**config.mk**
```make
export PLATFORM = sky130hd
export DESIGN_NAME = pc_redirect_unit_flat
export DESIGN_NICKNAME = d
export VERILOG_FILES = /design/src/rtl/pc_redirect_pkg.sv /design/src/rtl/pc_redirect_unit_if.sv /design/src/rtl/pc_redirect_arbiter.sv /design/src/rtl/pc_redirect_unit.sv /design/src/flat_wrapper.sv
export SDC_FILE = /design/constraint.sdc
export NUM_CORES = 1
export LEC_CHECK = 0
export CAP_MARGIN = 30
export CELL_PAD_IN_SITES_DETAIL_PLACEMENT = 0
export CELL_PAD_IN_SITES_GLOBAL_PLACEMENT = 1
export CORE_UTILIZATION = 29
export DETAILED_ROUTE_END_ITERATION = 10
export GPL_TIMING_DRIVEN = 0
export PLACE_DENSITY = 0.75
export SLEW_MARGIN = 5
export SYNTH_ARGS = -nofsm -noshare
export SYNTH_HDL_FRONTEND = slang
export SYNTH_SLANG_ARGS = --single-unit
```
**constraint.sdc**
```tcl
create_clock -name clk -period 2.45 [get_ports clk]
set_clock_uncertainty 0.05 [all_clocks]
set_input_delay 0.245 -clock clk [delete_from_list [all_inputs] [get_ports clk]]
set_output_delay 0.245 -clock clk [all_outputs]
set_load 0.01 [all_outputs]
```
**src/rtl/pc_redirect_pkg.sv**
```systemverilog
// Shared types and helpers for the fetch-stage PC redirect unit.
// prio_sel is a fixed-priority finder: the lowest set bit wins.
package pc_redirect_pkg;

  localparam int DEFAULT_WIDTH = 32;
  localparam int DEFAULT_STEP  = 4;
  localparam int STEP          = DEFAULT_STEP;
  localparam int STEP_LSB      = $clog2(STEP);
  localparam int MAX_SRC       = 32;
  localparam int SRC_IDX_W     = 5;

  typedef enum logic [1:0] {
    SRC_EX_MISPREDICT = 2'd0,
    SRC_JALR          = 2'd1,
    SRC_JAL           = 2'd2,
    SRC_BTB           = 2'd3
  } src_e;

  typedef struct packed {
    logic                 found;
    logic [SRC_IDX_W-1:0] index;
  } prio_t;

  // Scanning from the top down lets the lowest valid index overwrite the result last.
  function automatic prio_t prio_sel(input logic [MAX_SRC-1:0] valid);
    prio_t r;
    r.found = 1'b0;
    r.index = '0;
    for (int i = MAX_SRC - 1; i >= 0; i--) begin
      if (valid[i]) begin
        r.found = 1'b1;
        r.index = SRC_IDX_W'(i);
      end
    end
    return r;
  endfunction

endpackage

```
**src/rtl/pc_redirect_unit_if.sv**
```systemverilog
// Request/response bundle between the fetch control logic and the PC redirect unit.
interface pc_redirect_unit_if #(
  parameter int WIDTH     = 32,
  parameter int NUM_SRC   = 4,
  parameter int CNT_WIDTH = 16
);

  logic                       enable;
  logic [NUM_SRC-1:0]         redirect_valid;
  logic [NUM_SRC*WIDTH-1:0]   redirect_target;
  logic [WIDTH-1:0]           out;
  logic                       pending;
  logic                       misaligned;
  logic [CNT_WIDTH-1:0]       redirect_count;

  modport master (
    output enable, redirect_valid, redirect_target,
    input  out, pending, misaligned, redirect_count
  );

  modport slave (
    input  enable, redirect_valid, redirect_target,
    output out, pending, misaligned, redirect_count
  );

endinterface

```
**src/rtl/pc_redirect_arbiter.sv**
```systemverilog
// Fixed-priority redirect select; only the winning channel's target is ever read,
// so undriven targets on idle channels cannot leak X into the PC.
module pc_redirect_arbiter
  import pc_redirect_pkg::*;
#(
  parameter int WIDTH   = 32,
  parameter int NUM_SRC = 4,
  parameter int SEL_W   = 2
) (
  input  logic [NUM_SRC-1:0]       valid,
  input  logic [NUM_SRC*WIDTH-1:0] targets,
  output logic [SEL_W-1:0]         sel,
  output logic                     live,
  output logic [WIDTH-1:0]         target
);

  prio_t pick;

  always_comb begin
    pick   = prio_sel(MAX_SRC'(valid));
    live   = pick.found;
    sel    = SEL_W'(pick.index);
    target = '0;
    for (int i = 0; i < NUM_SRC; i++) begin
      if (pick.found && pick.index == SRC_IDX_W'(i)) begin
        target = targets[i*WIDTH +: WIDTH];
      end
    end
  end

endmodule

```
**src/rtl/pc_redirect_unit.sv**
```systemverilog
// Fetch-stage PC register with prioritised redirects, stall-time redirect capture,
// misalignment flag and a saturating count of applied redirects.
module pc_redirect_unit
  import pc_redirect_pkg::*;
#(
  parameter int               WIDTH        = DEFAULT_WIDTH,
  parameter int               NUM_SRC      = 4,
  parameter int               STEP         = DEFAULT_STEP,
  parameter logic [WIDTH-1:0] RESET_VECTOR = WIDTH'(32'h0000_0060),
  parameter int               CNT_WIDTH    = 16
) (
  input logic              clk,
  input logic              rst,
  pc_redirect_unit_if.slave bus
);

  localparam int SEL_W = (NUM_SRC > 1) ? $clog2(NUM_SRC) : 1;
  localparam int LSB   = $clog2(STEP);

  logic [SEL_W-1:0]     sel;
  logic                 live;
  logic [WIDTH-1:0]     sel_target;
  logic [WIDTH-1:0]     pc;
  logic                 pending;
  logic [WIDTH-1:0]     pending_target;
  logic [SEL_W-1:0]     pending_src;
  logic [CNT_WIDTH-1:0] count;

  pc_redirect_arbiter #(
    .WIDTH   (WIDTH),
    .NUM_SRC (NUM_SRC),
    .SEL_W   (SEL_W)
  ) u_arbiter (
    .valid   (bus.redirect_valid),
    .targets (bus.redirect_target),
    .sel     (sel),
    .live    (live),
    .target  (sel_target)
  );

  // A live redirect always beats a captured one; during a stall an equal-or-higher
  // priority request replaces the capture so the newest value wins on ties.
  always_ff @(posedge clk or posedge rst) begin
    if (rst) begin
      pc             <= RESET_VECTOR;
      pending        <= 1'b0;
      pending_target <= '0;
      pending_src    <= '0;
      count          <= '0;
    end else if (bus.enable) begin
      if (live) begin
        pc      <= sel_target;
        pending <= 1'b0;
        if (~&count) count <= count + 1'b1;
      end else if (pending) begin
        pc      <= pending_target;
        pending <= 1'b0;
        if (~&count) count <= count + 1'b1;
      end else begin
        pc <= pc + WIDTH'(STEP);
      end
    end else if (live && (!pending || sel <= pending_src)) begin
      pending        <= 1'b1;
      pending_target <= sel_target;
      pending_src    <= sel;
    end
  end

  generate
    if (LSB == 0) begin : g_no_align
      assign bus.misaligned = 1'b0;
    end else begin : g_align
      assign bus.misaligned = |pc[LSB-1:0];
    end
  endgenerate

  assign bus.out            = pc;
  assign bus.pending        = pending;
  assign bus.redirect_count = count;

endmodule

```
**src/flat_wrapper.sv**
```systemverilog
// flat-port wrapper written by rule: the top's interface ports become plain ports
module pc_redirect_unit_flat import pc_redirect_pkg::*;
#(
  parameter int               WIDTH        = DEFAULT_WIDTH,
  parameter int               NUM_SRC      = 4,
  parameter int               STEP         = DEFAULT_STEP,
  parameter logic [WIDTH-1:0] RESET_VECTOR = WIDTH'(32'h0000_0060),
  parameter int               CNT_WIDTH    = 16
)
  (clk, rst, bus_enable, bus_redirect_valid, bus_redirect_target, bus_out, bus_pending, bus_misaligned, bus_redirect_count);
  pc_redirect_unit_if #(.WIDTH(WIDTH), .NUM_SRC(NUM_SRC), .CNT_WIDTH(CNT_WIDTH)) bus_i ();
  input logic clk;
  input logic rst;
  input wire logic [$bits(bus_i.enable)-1:0] bus_enable;
  input wire logic [$bits(bus_i.redirect_valid)-1:0] bus_redirect_valid;
  input wire logic [$bits(bus_i.redirect_target)-1:0] bus_redirect_target;
  output wire logic [$bits(bus_i.out)-1:0] bus_out;
  output wire logic [$bits(bus_i.pending)-1:0] bus_pending;
  output wire logic [$bits(bus_i.misaligned)-1:0] bus_misaligned;
  output wire logic [$bits(bus_i.redirect_count)-1:0] bus_redirect_count;
  assign bus_i.enable = bus_enable;
  assign bus_i.redirect_valid = bus_redirect_valid;
  assign bus_i.redirect_target = bus_redirect_target;
  assign bus_out = bus_i.out;
  assign bus_pending = bus_i.pending;
  assign bus_misaligned = bus_i.misaligned;
  assign bus_redirect_count = bus_i.redirect_count;
  pc_redirect_unit #(.WIDTH(WIDTH), .NUM_SRC(NUM_SRC), .STEP(STEP), .RESET_VECTOR(RESET_VECTOR), .CNT_WIDTH(CNT_WIDTH)) u_core (.clk(clk), .rst(rst), .bus(bus_i));
endmodule
```
==> results.md <==
- DR iter-0 viols: about 390
- Initial antenna violation count: 0
- Final setup viols: 0
- Clk pin slew, worst setup/hold paths: 0.06 ns
- Number of global-route vias before repair: 5503
- Worst EP required: roughly 2.6 ns
- WS Path Type: reg -> reg
- Maxcap violations: 0
- CTS tree: yes
- Crit path DAT: 2.58 ns
- Period utilization: 97.91%
- Final ANT Viol Nets: 0
- CTS sink cnt: 83
- Wire per inst: 20.28 µm
- First-pass GRT wire length: 30.42 mm
- Final GP Congestion: 0.8583
- Clk Latency, worst-skew pair: between 0.3 and 0.4 ns
- Multi-input gate area: 2733 µm²
- Leakage: around 2.9 nW
- Max-slew headroom: 52.14%
- Hold/Removal Path Class: in -> async
- Async S/R FF share, synth: 100.0%
- Die Ht: 132.8 µm
- R2R cell count: 7
- Worst-Margin Slew: 0.7179 ns
- Pwr Total: about 4.7 mW
- Initial core utilization: 29.80%
- Pin count of the biggest net entering global routing: between 60 and 70
- Pwr Density: approximately 600 nW/µm²
- Post-Syn Nets: about 700
- Part of the power in registers: 40.5%
- Synth warn: 0
- Min Tclk post-route: 2.399 ns
- Maximum vdd drop: 0.0003814 V
- H-tree Lvls: 3
- Root buffer selected by CTS: clkbuf_16
- Synthesized area: 4960 µm²
- Sequential area share after synthesis: 41.93%
- Unique masters post-synth: 57
- Commonest cells after routing, fill and taps aside: clkdlybuf4s50_1 (181), dfrtp_1 (79), nand2_1 (57)
- Post-synth EDFFs: 0
- IO Port Bufs: between 150 and 200
- R2r setup slk: 0.05 ns
- Overall die width: 132.8 µm
- # IOs: 185
- DRC errors left: 0
- Grt ovf: 0
- Status: completed
- Final wirelength: 20.17 mm
- Synth Register Bits: a little over 80
- DR vias/cell: between 5 and 6
- Worst Setup End Kind: flip-flop
- Synth-to-Final Area Change: 54.41%
- Hold_buf cts: 0
- Net Sw Frac: 31.95%
- GR Util All Layers: 22.70%
- Critical path fanouts, max: 6
- Post-DP HPWL: 15.36 mm
- # rows: 47
- Reg-to-reg endpoint: u_core.bus.out[21]
- Number of buffers created by CTS: 9
- Avg Inst Size Synth: 8.857 µm²
- Fillers: about 1500
- Synth Instances: 560
- Crit start category: flip-flop
- Pins Over Slew Limit: 0
- Fin cells: ~1000
- Core Region: 16640 µm²
- Die ar.: 17630 µm²
- FF+latch area: 2082 µm²
- Fmax achieved: 416.9 MHz
- Placed cells: 963
- P_int: around 3.2 mW
- Final Hold Vio Count: 0
- Setup TNS: 0 ns
- Proportion of power drawn by combinational gates: 29.7%
- Sw Pwr: approximately 1.5 mW
- Top FF cell, synth: dfrtp_1
- Detailed Routing Iterations Pass 1: 7
- Via count: 5540
- Commonest non-fill, non-tap cell in the layout: clkdlybuf4s50_1
- Worst R2R Start: u_core.bus.out[5]
- Nets: 909
- Layout cells sized above 1: 10.71%
- Power share of the clock group: 29.8%
- Finished Core Util: 46.02%
- Worst-case clock buffer depth: 2
- Antenna cell count: 0
==> cells in the mapped netlist (3+ instances only) <==
library cell  count  share of area (%)
clkbuf_1         40                3.0
nand4_1          13                1.6
nand3_1          19                1.9
nor2b_1           3               0.38
o221ai_1          8                1.4
nor4b_1           4               0.71
a22oi_1          41                6.2
nand2b_1          9                1.1
o211ai_1         13                2.0
dfrtp_1          81                 41
a311oi_1          5               0.88
a21oi_1          18                1.8
o21ai_0          45                4.5
nor3_1           11                1.1
a31oi_1          15                1.9
a221oi_1         21                3.7
inv_1            13               0.98
xor2_1            7                1.2
o21a_1            4               0.61
nor2_1           49                3.7
a221o_1           4               0.81
o311ai_0          4               0.71
ha_1              4                1.0
and4_1            3               0.53
nand2_1          57                4.3
nor4_1            3               0.38
xnor2_1          18                3.2
mux2_2            7                1.6
or3_1             3               0.38
==> state kept, by name (all words and copies together) (netlist names) <==
name                       count
u_core.bus.redirect_count     16
u_core.pending_src             2
u_core.bus.pending             1
u_core.pending_target         32
u_core.bus.out                32
==> cells by family (layout without fill, tap and decap cells) <==
group / Yosys count / after routing / synth area share [%]
muxes: 9 / 9 / 1.993
buffers and inverters: 58 / 272 / 4.591
and+or+nand+nor: 183 / 184 / 17.84
DFF: 83 / 83 / 41.93
adders and majority gates: 4 / 4 / 1.009
AOI/OAI and AO/OA: 198 / 198 / 28.23
xor gates and xnor gates: 25 / 25 / 4.415
==> power groups by stage <==
| stage | clock, mW | sequential [mW] | combinational [mW] |
|---|---|---|---|
| after floorplan | 0 | 1.91 | 0.571 |
| after global placement | 0 | 1.91 | 1.30 |
| after detailed placement | 0 | 1.92 | 1.33 |
| after CTS | 1.40 | 1.90 | 1.38 |
| after global routing | 1.45 | 1.94 | 1.52 |
| final | 1.40 | 1.90 | 1.40 |
==> through the flow <==
stage | area, µm² | hold slack [ns] | setup slack [ns]
global route | 7659 | 0.1979 | -0.01264
CTS | 7538 | 0.1727 | 0.01252
finish | 7659 | 0.1648 | 0.05117
detailed placement | 7094 | 0.4128 | -1.010
floorplan | 4967 | 0.3913 | 0.006882
global placement | 7064 | 0.4057 | -1.433
==> final cells by class <==
class | count | area share, %
multi-input cells | 420 | 35.68
flip-flops and latches | 83 | 27.19
repair buffers | 200 | 25.91
well taps | 220 | 3.594
clock buffers | 11 | 3.169
plain buffers | 42 | 3.055
inverters | 14 | 0.7188
clock inverters | 5 | 0.6862
==> critical path, cell delays in order, from the launching register on <==
cell,delay [ns]
dfstp_2,0.56
and4_4,0.26
and4_1,0.21
buf_6,0.12
nand4_4,0.14
or3_4,0.43
a31o_1,0.23
a211o_1,0.30
==> metal layers <==
layer	track usage, %	wire length, µm	up-vias
met5	0	0	-
li1	-	-	2543
met2	38.10	9669	264
met3	5.939	1717	18
met4	5.428	240	0
met1	29.02	8547	2715
==> how the worst max path moves through the flow <==
stage | start | end
global placement | rst | u_core.pending_target[23]
CTS | u_core.bus.out[10] | u_core.bus.out[21]
finish | u_core.bus.out[5] | u_core.bus.out[21]
global route | bus_redirect_valid[2] | u_core.bus.out[27]
detailed placement | bus_redirect_valid[1] | u_core.pending_target[0]
floorplan | bus_redirect_valid[1] | u_core.pending_target[0]
==> what timing repair did <==
item | in CTS | in global routing
setup endpoints to repair | 63 | 53
buffers inserted | 7 | 10
gates cloned | 0 | 1
pin swaps | 1 | 1
gates resized for setup | 27 | 22
No activity file was read; power rests on OpenSTA's default activity.
